File: src/rtl/cond_issue_queue.sv
// cond_issue_queue: buffers fetched instructions in a small FIFO and evaluates
// the ARM condition field of the head entry against the live NZCV flags.
// Passing instructions go to a valid/ready output register. Failing ones are
// dropped and counted.
module cond_issue_queue #(
  parameter int DW      = 32,
  parameter int DEPTH   = 4,
  parameter int NV_MODE = 0,
  parameter int CNT_W   = 16
) (
  input  logic                     clk,
  input  logic                     rst,
  input  logic                     in_valid,
  output logic                     in_ready,
  input  logic [DW-1:0]            in_data,
  input  logic [3:0]               flags,
  input  logic                     flags_busy,
  output logic                     out_valid,
  input  logic                     out_ready,
  output logic [DW-1:0]            out_data,
  output logic                     drop_pulse,
  output logic [CNT_W-1:0]         drop_count,
  output logic [$clog2(DEPTH):0]   level
);

  localparam int AW = $clog2(DEPTH);
  localparam int LW = AW + 1;

  logic [DW-1:0] mem [DEPTH];
  logic [AW-1:0] wr_ptr;
  logic [AW-1:0] rd_ptr;
  logic          full;
  logic          empty;
  logic          push;
  logic          ev;
  logic [DW-1:0] head;
  logic          pass;

  // Returns 1 when condition code c holds for flags f = {N,Z,C,V}.
  function automatic logic cond_ok(input logic [3:0] c, input logic [3:0] f);
    logic n, z, cf, v;
    logic r;
    {n, z, cf, v} = f;
    case (c)
      4'h0:    r = z;
      4'h1:    r = !z;
      4'h2:    r = cf;
      4'h3:    r = !cf;
      4'h4:    r = n;
      4'h5:    r = !n;
      4'h6:    r = v;
      4'h7:    r = !v;
      4'h8:    r = cf && !z;
      4'h9:    r = !cf || z;
      4'hA:    r = (n == v);
      4'hB:    r = (n != v);
      4'hC:    r = !z && (n == v);
      4'hD:    r = z || (n != v);
      4'hE:    r = 1'b1;
      default: r = (NV_MODE != 0);
    endcase
    return r;
  endfunction

  // Occupancy-derived handshakes; push is refused when full even if a pop
  // happens in the same cycle, so in_ready depends on level only.
  always_comb begin
    full     = (level == LW'(DEPTH));
    empty    = (level == '0);
    in_ready = !full;
    push     = in_valid && !full;
    ev       = !empty && !flags_busy && (!out_valid || out_ready);
    head     = mem[rd_ptr];
    pass     = cond_ok(head[DW-1 -: 4], flags);
  end

  // Storage array; stale contents are harmless because pointers gate access.
  always_ff @(posedge clk) begin
    if (push) mem[wr_ptr] <= in_data;
  end

  // Pointer and occupancy bookkeeping; a same-cycle push and pop cancel out.
  always_ff @(posedge clk) begin
    if (rst) begin
      wr_ptr <= '0;
      rd_ptr <= '0;
      level  <= '0;
    end else begin
      if (push) wr_ptr <= wr_ptr + AW'(1);
      if (ev)   rd_ptr <= rd_ptr + AW'(1);
      case ({push, ev})
        2'b10:   level <= level + LW'(1);
        2'b01:   level <= level - LW'(1);
        default: level <= level;
      endcase
    end
  end

  // Output register, drop pulse and saturating drop counter.
  always_ff @(posedge clk) begin
    if (rst) begin
      out_valid  <= 1'b0;
      out_data   <= '0;
      drop_pulse <= 1'b0;
      drop_count <= '0;
    end else if (ev) begin
      if (pass) begin
        out_data   <= head;
        out_valid  <= 1'b1;
        drop_pulse <= 1'b0;
      end else begin
        out_valid  <= 1'b0;
        drop_pulse <= 1'b1;
        if (drop_count != '1) drop_count <= drop_count + CNT_W'(1);
      end
    end else begin
      drop_pulse <= 1'b0;
      if (out_valid && out_ready) out_valid <= 1'b0;
    end
  end

endmodule
File: config.mk
export PLATFORM = sky130hd
export DESIGN_NAME = cond_issue_queue
export DESIGN_NICKNAME = d
export VERILOG_FILES = /design/src/rtl/cond_issue_queue.sv
export SDC_FILE = /design/constraint.sdc
export NUM_CORES = 1
export LEC_CHECK = 0
export BUFFER_PORTS_ARGS = -buffer_cell sky130_fd_sc_hd__buf_2
export CAP_MARGIN = 30
export CORE_MARGIN = 2
export CORE_UTILIZATION = 57
export CTS_BUF_LIST = sky130_fd_sc_hd__clkbuf_16
export DETAILED_ROUTE_END_ITERATION = 16
export PLACE_DENSITY = 0.81
export SYNTH_ARGS = -nofsm -noshare
export SYNTH_HDL_FRONTEND = slang
export SYNTH_SLANG_ARGS = --single-unit
File: constraint.sdc
create_clock -name clk -period 3.9 [get_ports clk]
set_clock_uncertainty 0.15 [all_clocks]
set_input_delay 0.585 -clock clk [delete_from_list [all_inputs] [get_ports clk]]
set_output_delay 0.585 -clock clk [all_outputs]
set_load 0.01 [all_outputs]
* Word level (Yosys, flattened, before mapping) *
Memories as Yosys holds them, arrays and structs flattened. A register that Yosys moved wholly into a read port is not among the register bits.
Index checks and enable logic that the tools add are counted.

word-level totals
  register bits = 57
  memory bits (writable) = 128
  input port bits = 41
  word-level logic and storage cells = 69
  memories = 1

operators by class
  add/sub/neg operators = 5
  equality and inequality tests = 20
  muxes and demuxes = 10
  bitwise gates (word level) = 2
  reductions and logical operators = 24

memories
  name  depth  bits a word  read ports  clocked after memory_dff  wr ports  line  RTL
  mem   4      32           1           1                         1         29    logic [DW-1:0] mem [DEPTH];

operators by type and width
  cell                                                                    number
  4-bit equality test (second input constant)                             7
  16-bit by 1-bit adder with 16-bit output (second input constant)        1
  4-bit by 3-bit equality test with 1-bit output (second input constant)  4
  16-bit != test (second input constant)                                  1
  1-bit case mux with 15 select lines                                     1
  4-bit by 2-bit equality test with 1-bit output (second input constant)  2
  1-bit zero test                                                         8
  1-bit logical AND                                                       6
  1-bit 2-to-1 mux                                                        6
  3-bit case mux with 2 select lines                                      1
  2-bit by 1-bit adder with 2-bit output (second input constant)          2
  4-bit by 1-bit equality test with 1-bit output (second input constant)  1
  4-bit zero test                                                         1
  2-bit 2-to-1 mux                                                        2
  2-bit nonzero test                                                      2
  3-bit by 1-bit adder with 3-bit output (second input constant)          1
  3-bit equality test (second input constant)                             1
  3-bit zero test                                                         1
  1-bit logical OR                                                        3
  3-bit AND reduction                                                     1
  3-bit by 1-bit subtractor with 3-bit output (second input constant)     1
  2-bit by 1-bit equality test with 1-bit output (second input constant)  1
  2-bit equality test (second input constant)                             1
  1-bit inverter                                                          2
  4 further kinds                                                         4

* Longest topological paths before layout *
Gate-level depths: netlist of run 1.

  depth after elaboration = 6
  depth in mapped cells = 11

* Worst setup path after synthesis of run 1 *
Ideal clock, no wire load.

  path kind = register -> register
  start = register with a tool-made name
  end = register out_data[30]
  setup time = 0.128 ns
  arrival time = 2.661 ns
  data required time = 3.622 ns
  path slack = 0.961 ns
  cell stages (with the launch flop) = 11
  period minus slack after synthesis = 2.939 ns
  path through = dfxtp_1 -> buf_6 -> mux4_2 -> buf_6 -> xnor2_1 -> a2111oi_0 -> a211oi_4 -> a21oi_4 -> buf_6 -> mux2i_1 -> nor2_1

RTL lines
  element               line  RTL
  to (signal assigned)  103   out_data <= '0;
  to (signal assigned)  108   out_data <= head;
  to (decl)             20    output logic [DW-1:0] out_data,

==> results.md, run 1 <==
* Combinational Power Share at 0.234
* Ys async rst share at 0
* Die Span Y at 117.2 um
* Die width at 117.2 um
* Via count at 4,187
* Element type at the critical path end: flop
* First-pass GRT wire length at 21,230 um
* Leak at 3.080 nW
* Count of cell types in the netlist at 47
* Routed vias/inst at 5.697
* Post-CTS Setup Inserts at 0
* Avg WL per Cell at 18.82 um
* Worst-margin pin slew at 894.4 ps
* Port Buffers at 94
* Total GRT Usage at 0.2128
* Mapped Cells at 451
* Critical path class: reg2reg
* Final GP Congestion at 0.7408
* Nets at 597
* P per Cell Area at 676.5 mW/mm2
* Placed insts at 702
* Final Hold Viols at 0
* Post-DP HPWL at 8462 um
* Hold/Removal Path Class: in2reg
* Part of the Yosys area used for sequential elements at 0.6877
* Met1 WL at 5580 um
* Num CTS Buffers at 17
* Largest net degree at the start of global routing at 38
* Remaining Overflow, GRT at 0
* Drt drc at 0
* Layout fillers at 830
* Max-slew headroom at 0.4038
* Multi-input logic area at 0.002122 mm2
* Clock Tree Buf Depth at 2
* Most frequent cells in the layout: 128 x edfxtp_1, 94 x buf_2, 57 x dfxtp_1
* Vias in the first global route at 4,092
* Pins Over Slew Limit at 0
* Met3 WL post-DR at 623 um
* CTS HTree Levels at 4
* Root Buffer: clkbuf_16
* Status: completed
* Top Ports at 95
* Share of layout cells above drive strength 1 at 0.3149
* EDFF count, synth at 128
* Critical Path Start Type: flop
* Final WL at 13,840 um
* DR top layer: met4
* Clk Latency, worst-skew pair at 430 ps
* RSZ-0062 raised after global routing: false
* Routed wl met2 at 7435 um
* Number of synthesized register bits at 187
* Max cap viols at 0
* Std cell rows at 41
* Most common cell after layout, fill and taps aside: edfxtp_1
* P_int at 4.261 mW
* Design Area, Final at 0.008611 mm2
* Critical path data arrival time at 3520 ps
* Largest fanout on the critical path at 22
* Count of cells resized by post-cts repair at 0
* Sw frac at 0.2686
* TritonCTS clock tree: built
* Final Cycle Share at 0.8605
* Final cell count without fillers at 735
* Data required, critical path at 4060 ps
* CTS Sinks at 187
* Placed Area at 0.007930 mm2
* VDD IR-drop max at 0.3597 mV
* Die area at 0.01374 mm2
* Starting Density at 0.5814
* Fin crit period at 3356 ps
* Total core area at 0.01257 mm2
* Flop pwr share at 0.430
* Clock share of power at 0.335
* Initial antenna violation count at 1
* YS warnings at 0
* DRT Pass-1 Iters at 4
* Switching power at 1.565 mW
* Mapped Nets at 499
* Clk pin slew, worst setup/hold paths at 70 ps
* Setup TNS at 0 ps
* Iter 0 DRT Violations at 278
* Post-synthesis cell area at 0.007307 mm2
* Avg Cell Area, Syn at 16.20 um2
* Top_reg_cell synth: edfxtp_1
* Final setup fails at 0
* Antenna viol nets, final at 0
* Synth-to-layout area growth at 17.84%
* Hold Buf Count CTS at 0
* FF/Latch Area at 0.005027 mm2
* Max Clock Freq at 298.0 MHz
-- power by group through the flow --
stage	clock (mW)	sequential, mW	combinational (mW)
after floorplan	0	2.55	1.03
final	1.95	2.51	1.37
after global placement	0	2.53	1.32
after detailed placement	0	2.54	1.37
after CTS	1.98	2.51	1.39
after global routing	2.05	2.53	1.49
-- through the flow --
stage / power [mW] / worst slack (ps) / hold WS (ps) / util
after floorplan: 3.581 / 961.2 / 319.2 / -
after global placement: 3.850 / 564.8 / 319.2 / 0.6294
after detailed placement: 3.917 / 521.1 / 328.6 / 0.6310
after CTS: 5.873 / 472.9 / 201.8 / 0.6849
after global routing: 6.073 / 311.1 / 208.7 / 0.6851
final: 5.825 / 544.1 / 222.1 / 0.6851
-- routing by layer --
| layer | track usage | vias to the layer above |
|---|---|---|
| met1 | 0.2564 | 2134 |
| li1 | - | 1932 |
| met2 | 0.3659 | 104 |
| met5 | 0 | - |
| met3 | 0.05561 | 17 |
| met4 | 0.08863 | 0 |
-- synth_stat cells (2+ instances only) --
library cell	count	area share
nand4_1	3	0.0026
xor2_1	6	0.0072
nor3_1	5	0.0034
inv_1	10	0.0051
clkbuf_1	12	0.0062
mux2i_1	35	0.048
a21oi_1	13	0.0089
nor2_1	45	0.023
edfxtp_1	128	0.53
and3_1	6	0.0051
nand2_1	12	0.0062
o31ai_1	4	0.0041
or3_1	7	0.0060
nor2b_1	4	0.0034
mux2_2	3	0.0046
nand3b_1	2	0.0021
buf_6	6	0.0092
nand3_1	7	0.0048
buf_1	2	0.0010
and2_1	3	0.0026
o21ai_0	9	0.0062
ha_1	6	0.010
or4_1	5	0.0051
nor4_1	3	0.0026
xnor2_1	4	0.0048
dfxtp_1	59	0.16
mux4_2	32	0.099
-- critical path: stages (launching register included) --
cell and delay, ps:
dfxtp_2 400, buf_4 340, mux4_2 630, a2111oi_0 690, a211oi_4 130, a21oi_4 180
buf_4 390, mux2i_1 260, nor2_1 60
-- cells by family (layout without fill, tap and decap cells) --
kind of cell	after synthesis	after routing	share of synthesized area
other cells	0	1	0
compound gates	39	39	0.03904
fa+ha+maj	7	7	0.01301
xor+xnor	10	10	0.01199
buf+inv	31	142	0.02260
flops	187	187	0.6877
simple gates	107	107	0.07449
mux	70	70	0.1512
-- worst paths after layout --
path | from | slack, ps | end | depth (start not counted)
setup / recovery | flop | 540 | out_data[17] | 8
hold / removal | in_data[0] | 220 | mem[2][0] | 1
setup reg to reg | flop | 540 | out_data[17] | 8
hold reg to reg | out_data[0] | 340 | out_data[0] | 2
-- sequential cells by signal, indices dropped and copies added, names as in the netlist, named ones only --
register / count
wr_ptr: 2
drop_pulse: 1
level: 3
drop_count: 16
out_data: 32
out_valid: 1
mem: 128
rd_ptr: 2
-- final cells by class --
class                      count  area share
antenna                        1   0.0002906
clock buffer                  17     0.04940
clock inverter                15     0.02935
inverter                      10    0.004359
multi-input combinational    233      0.2464
sequential                   187      0.5838
tap                          172     0.02499
timing repair buffer         100     0.06132
No activity file was read; power rests on OpenSTA's default activity.
==> inputs of run 2 (changes only) <==
--- a/config.mk
+++ b/config.mk
@@ -9,7 +9,6 @@
 export CAP_MARGIN = 30
 export CORE_MARGIN = 2
 export CORE_UTILIZATION = 57
-export CTS_BUF_LIST = sky130_fd_sc_hd__clkbuf_16
 export DETAILED_ROUTE_END_ITERATION = 16
 export PLACE_DENSITY = 0.81
 export SYNTH_ARGS = -nofsm -noshare
==> results.md, run 2 (synthesis results as in run 1) <==
* Status: completed (unchanged)
* Total GRT Usage at 0.2128 (unchanged)
* Largest Register: mem (unchanged)
* Clk Latency, worst-skew pair at 430 ps (about the same)
* Final WL at 13,840 um (about the same)
* Synth-to-layout area growth at 17.84% (unchanged)
* Largest net degree at the start of global routing at 38 (unchanged)
* Clock Tree Buf Depth at 2 (unchanged)
* Starting Density at 0.5814 (unchanged)
* Layout fillers at 830 (unchanged)
* Post-CTS Setup Inserts at 0 (unchanged)
* Count of cells resized by post-cts repair at 0 (unchanged)
* Critical path data arrival time at 3520 ps (about the same)
* Root Buffer: clkbuf_16 (unchanged)
* Die Span Y at 117.2 um (unchanged)
* Share of layout cells above drive strength 1 at 0.3149 (unchanged)
* Pins Over Slew Limit at 0 (unchanged)
* Setup TNS at 0 ps (unchanged)
* Final GP Congestion at 0.7408 (unchanged)
* Largest fanout on the critical path at 22 (unchanged)
* Placed insts at 702 (unchanged)
* P per Cell Area at 676.9 mW/mm2 (was 676.5 mW/mm2)
* Multi-input logic area at 0.002122 mm2 (unchanged)
* Worst R2R End: out_data[18] (was out_data[17])
* Final worst slack at 542.7 ps (was 544.1 ps)
* Worst slack at placement at 521.1 ps (unchanged)
* Std cell rows at 41 (unchanged)
* Clk pin slew, worst setup/hold paths at 70 ps (about the same)
* Antenna viol nets, final at 0 (unchanged)
* Worst-margin pin slew at 893.8 ps (was 894.4 ps)
* Hold path start: in_data[0] (unchanged)
* Min-Delay Endpoint: mem[2][0] (unchanged)
* FF/Latch Area at 0.005027 mm2 (unchanged)
* Die area at 0.01374 mm2 (unchanged)
* Iter 0 DRT Violations at 277 (was 278)
* Post-Route Utilization at 0.6851 (unchanged)
* Final cell count without fillers at 735 (unchanged)
* FF-to-FF setup slack at 540 ps (about the same)
* Fin crit period at 3357 ps (was 3356 ps)
* Most frequent cells in the layout: 128 x edfxtp_1, 94 x buf_2, 57 x dfxtp_1 (unchanged)
* TritonCTS clock tree: built (unchanged)
* Avg WL per Cell at 18.83 um (was 18.82 um)
* Remaining Overflow, GRT at 0 (unchanged)
* Hold/Removal Path Class: in2reg (unchanged)
* Die width at 117.2 um (unchanged)
* VDD IR-drop max at 0.3594 mV (was 0.3597 mV)
* Critical path class: reg2reg (unchanged)
* Max-slew headroom at 0.4042 (was 0.4038)
* Final setup fails at 0 (unchanged)
* Initial antenna violation count at 1 (unchanged)
* Largest registers: mem: 128 flops, out_data: 32 flops, drop_count: 16 flops (unchanged)
* Most common cell after layout, fill and taps aside: edfxtp_1 (unchanged)
* First-pass GRT wire length at 21,230 um (unchanged)
* Drt drc at 0 (unchanged)
* Max reg flops at 128 (unchanged)
* Hold Path Cell Cnt at 1 (unchanged)
* Leak at 3.072 nW (was 3.080 nW)
* Worst R2R Path Depth at 8 (unchanged)
* Total core area at 0.01257 mm2 (unchanged)
* Hold Buf Count CTS at 0 (unchanged)
* Routed vias/inst at 5.706 (was 5.697)
* Element type at the critical path end: flop (unchanged)
* RSZ-0062 raised after global routing: false (unchanged)
* Data required, critical path at 4060 ps (about the same)
* Post-DP HPWL at 8462 um (unchanged)
* Final Cycle Share at 0.8608 (was 0.8605)
* Max Clock Freq at 297.9 MHz (was 298.0 MHz)
* Via count at 4,194 (was 4,187)
* Critical Path Start Type: flop (unchanged)
* DRT Pass-1 Iters at 4 (unchanged)
* Final Hold Viols at 0 (unchanged)
* Num CTS Buffers at 17 (unchanged)
* Top Ports at 95 (unchanged)
* Max cap viols at 0 (unchanged)
* Nets at 597 (unchanged)
* CTS HTree Levels at 4 (unchanged)
* Port Buffers at 94 (unchanged)
* CTS Sinks at 187 (unchanged)
* Vias in the first global route at 4,092 (unchanged)
-- run 2: cell types whose count changed in the layout (fill, tap and decap cells not counted), sizes merged --
cell / delta
inv: -2
clkbuf: +2
-- run 2: through the flow --
stage	total power, mW	hold slack, ps	cell area, um2
floorplan	3.581	319.2	7307
global placement	3.850	319.2	7910
detailed placement	3.917	328.6	7930
CTS	5.878	202.0	8608
global route	6.078	208.8	8611
finish	5.829	221.6	8611
-- run 2: worst max-delay path by stage --
stage	start	end	depth (start not counted)
2_1_floorplan	flop	out_data[30]	10
3_5_place_dp	flop	out_data[17]	8
6_report	flop	out_data[18]	8
4_1_cts	flop	out_data[18]	8
5_1_grt	flop	out_data[2]	8
3_3_place_gp	flop	out_data[21]	8
-- run 2: power breakdown --
group	switching, mW	total (mW)	internal (mW)
sequential	0.122	2.51	2.39
combinational	0.749	1.37	0.618
clock	0.692	1.95	1.26
-- run 2: routing by layer --
metal  wire [um]  part of all wire  vias to the layer above  GRT usage
met5           0                 0                        -          0
met2        7402              0.53                       94     0.3659
met4         218             0.016                        0    0.08863
li1            -                 -                     1932          -
met3         562             0.041                       18    0.05561
met1        5659              0.41                     2150     0.2564
-- run 2: area by class of cell --
type / count / share of cell area
Timing Repair Buffer: 100 / 0.06132
Antenna cell: 1 / 0.0002906
Inverter: 10 / 0.004359
Sequential cell: 187 / 0.5838
Multi-Input combinational cell: 233 / 0.2464
Tap cell: 172 / 0.02499
Clock buffer: 19 / 0.05028
Clock inverter: 13 / 0.02848
-- run 2: worst max-delay path, stage by stage, from the launching register on --
cell and delay, ps:
dfxtp_2 400, buf_4 340, mux4_2 630, a2111oi_0 690
a211oi_4 130, a21oi_4 170, buf_4 390, mux2i_1 260
nor2_1 60
==> inputs of run 3 (changes only) <==
--- a/config.mk
+++ b/config.mk
@@ -7,6 +7,7 @@
 export LEC_CHECK = 0
 export BUFFER_PORTS_ARGS = -buffer_cell sky130_fd_sc_hd__buf_2
 export CAP_MARGIN = 30
+export CORE_ASPECT_RATIO = 1.1
 export CORE_MARGIN = 2
 export CORE_UTILIZATION = 57
 export DETAILED_ROUTE_END_ITERATION = 16
==> results.md, run 3 (synthesis results as in run 1) <==
* Final setup fails at 0 (unchanged)
* Share of layout cells above drive strength 1 at 0.3143 (was 0.3149)
* Element type at the critical path end: flop (unchanged)
* Post-DP HPWL at 8427 um (was 8462 um)
* Count of cells resized by post-cts repair at 0 (unchanged)
* Largest registers: mem: 128 flops, out_data: 32 flops, drop_count: 16 flops (unchanged)
* Fin crit period at 3354 ps (was 3357 ps)
* VDD IR-drop max at 0.3619 mV (was 0.3594 mV)
* Root Buffer: clkbuf_16 (unchanged)
* Initial antenna violation count at 0 (was 1)
* CTS HTree Levels at 4 (unchanged)
* Hold Buf Count CTS at 0 (unchanged)
* Max Clock Freq at 298.1 MHz (was 297.9 MHz)
* Hold/Removal Path Class: in2reg (unchanged)
* Worst R2R Path Depth at 8 (unchanged)
* Num CTS Buffers at 17 (unchanged)
* Clock Tree Buf Depth at 2 (unchanged)
* Max cap viols at 0 (unchanged)
* Clk Latency, worst-skew pair at 420 ps (was 430 ps)
* Port Buffers at 94 (unchanged)
* CTS Sinks at 187 (unchanged)
* Hold Path Cell Cnt at 1 (unchanged)
* Die Span Y at 122.8 um (was 117.2 um)
* Multi-input logic area at 0.002122 mm2 (unchanged)
* Critical path class: reg2reg (unchanged)
* Drt drc at 0 (unchanged)
* Critical Path Start Type: flop (unchanged)
* Pins Over Slew Limit at 0 (unchanged)
* Die width at 112.0 um (was 117.2 um)
* Met3 WL post-DR at 750 um (was 562 um)
* Starting Density at 0.5804 (was 0.5814)
* Top Ports at 95 (unchanged)
* Avg WL per Cell at 19.21 um (was 18.83 um)
* Std cell rows at 43 (was 41)
* Max-slew headroom at 0.4050 (was 0.4042)
* Final WL at 13,770 um (was 13,840 um)
* First-pass GRT wire length at 21,650 um (was 21,230 um)
* Met1 WL at 5534 um (was 5659 um)
* Largest fanout on the critical path at 32 (was 22)
* Status: completed (unchanged)
* Critical path data arrival time at 3510 ps (was 3520 ps)
* Routed wl met2 at 7326 um (was 7402 um)
* Post-CTS Setup Inserts at 0 (unchanged)
* FF/Latch Area at 0.005027 mm2 (unchanged)
* # diodes at 0 (was 1)
* DRT Pass-1 Iters at 5 (was 4)
* Remaining Overflow, GRT at 0 (unchanged)
* Hold path start: in_data[25] (was in_data[0])
* Largest Register: mem (unchanged)
* TritonCTS clock tree: built (unchanged)
* Synth-to-layout area growth at 16.47% (was 17.84%)
* Largest net degree at the start of global routing at 44 (was 38)
* Layout fillers at 852 (was 830)
* Final Cycle Share at 0.8601 (was 0.8608)
* Leak at 3.016 nW (was 3.072 nW)
* P per Cell Area at 657.3 mW/mm2 (was 676.9 mW/mm2)
* RSZ-0062 raised after global routing: false (unchanged)
* Antenna viol nets, final at 0 (unchanged)
* Clk pin slew, worst setup/hold paths at 70 ps (about the same)
* Die area at 0.01374 mm2 (about the same)
* Nets at 595 (was 597)
* Final Hold Viols at 0 (unchanged)
* Max reg flops at 128 (unchanged)
* Most common cell after layout, fill and taps aside: edfxtp_1 (unchanged)
* Total GRT Usage at 0.2107 (was 0.2128)
* Final GP Congestion at 0.7977 (was 0.7408)
* Total core area at 0.01259 mm2 (was 0.01257 mm2)
* Setup TNS at 0 ps (unchanged)
* Iter 0 DRT Violations at 316 (was 277)
* DR top layer: met4 (unchanged)
* Routed vias/inst at 5.764 (was 5.706)
* Post-Route Utilization at 0.6760 (was 0.6851)
* Most frequent cells in the layout: 128 x edfxtp_1, 94 x buf_2, 57 x dfxtp_1 (unchanged)
* Vias in the first global route at 4,230 (was 4,092)
* Via count at 4,133 (was 4,194)
* Worst-margin pin slew at 892.5 ps (was 893.8 ps)
* Data required, critical path at 4050 ps (was 4060 ps)
## run 3: changes by cell type in the layout (fill, tap and decap cells not counted), sizes merged
| cell | previous run | this run |
|---|---|---|
| clkinvlp | 1 | 4 |
| clkbuf | 19 | 18 |
| buf | 100 | 98 |
| diode | 1 | 0 |
| bufinv | 7 | 3 |
| clkinv | 4 | 6 |
## run 3: worst paths after layout
check | to | slack, ps
setup reg to reg | out_data[27] | 550
hold reg to reg | out_data[28] | 340
setup / recovery | out_data[27] | 550
hold / removal | mem[2][25] | 220
## run 3: worst max-delay path, stage by stage, from the launching register on
cell and delay [ps]:
dfxtp_2 580, mux4_2 680, xnor2_1 160, a2111oi_0 720, a211oi_4 130, a21oi_4 190
buf_12 280, mux2i_1 260, nor2_1 60
## run 3: area by class of cell
| class | instances | area share |
|---|---|---|
| Clock buffer | 18 | 0.05043 |
| Sequential cell | 187 | 0.5907 |
| Clock inverter | 14 | 0.02029 |
| Timing Repair Buffer | 98 | 0.06175 |
| Inverter | 10 | 0.004410 |
| Multi-Input combinational cell | 233 | 0.2493 |
| Tap cell | 157 | 0.02308 |
## run 3: power breakdown
group / total, mW / internal (mW) / switching [mW]
Combinational: 1.33 / 0.616 / 0.710
Sequential: 2.53 / 2.39 / 0.149
Clock: 1.73 / 1.01 / 0.724
Total: 5.59 / 4.01 / 1.58
## run 3: through the flow
| step | hold slack (ps) | instance area [um2] | setup WS [ps] | power (mW) | cells |
|---|---|---|---|---|---|
| 6_report | 219.0 | 8511 | 545.6 | 5.594 | 717 |
| 5_1_grt | 208.4 | 8511 | 387.9 | 5.852 | 717 |
| 4_1_cts | 203.4 | 8511 | 485.7 | 5.648 | 717 |
| 3_5_place_dp | 330.0 | 7909 | 513.5 | 3.913 | 685 |
| 3_3_place_gp | 318.3 | 7889 | 618.2 | 3.850 | 684 |
| 2_1_floorplan | 319.2 | 7307 | 961.2 | 3.581 | 451 |
## run 3: layer usage
layer,GRT usage,vias to the layer above
li1,-,1923
met1,0.2523,2079
met2,0.3693,119
met3,0.06025,12
met4,0.07470,0
met5,0,-
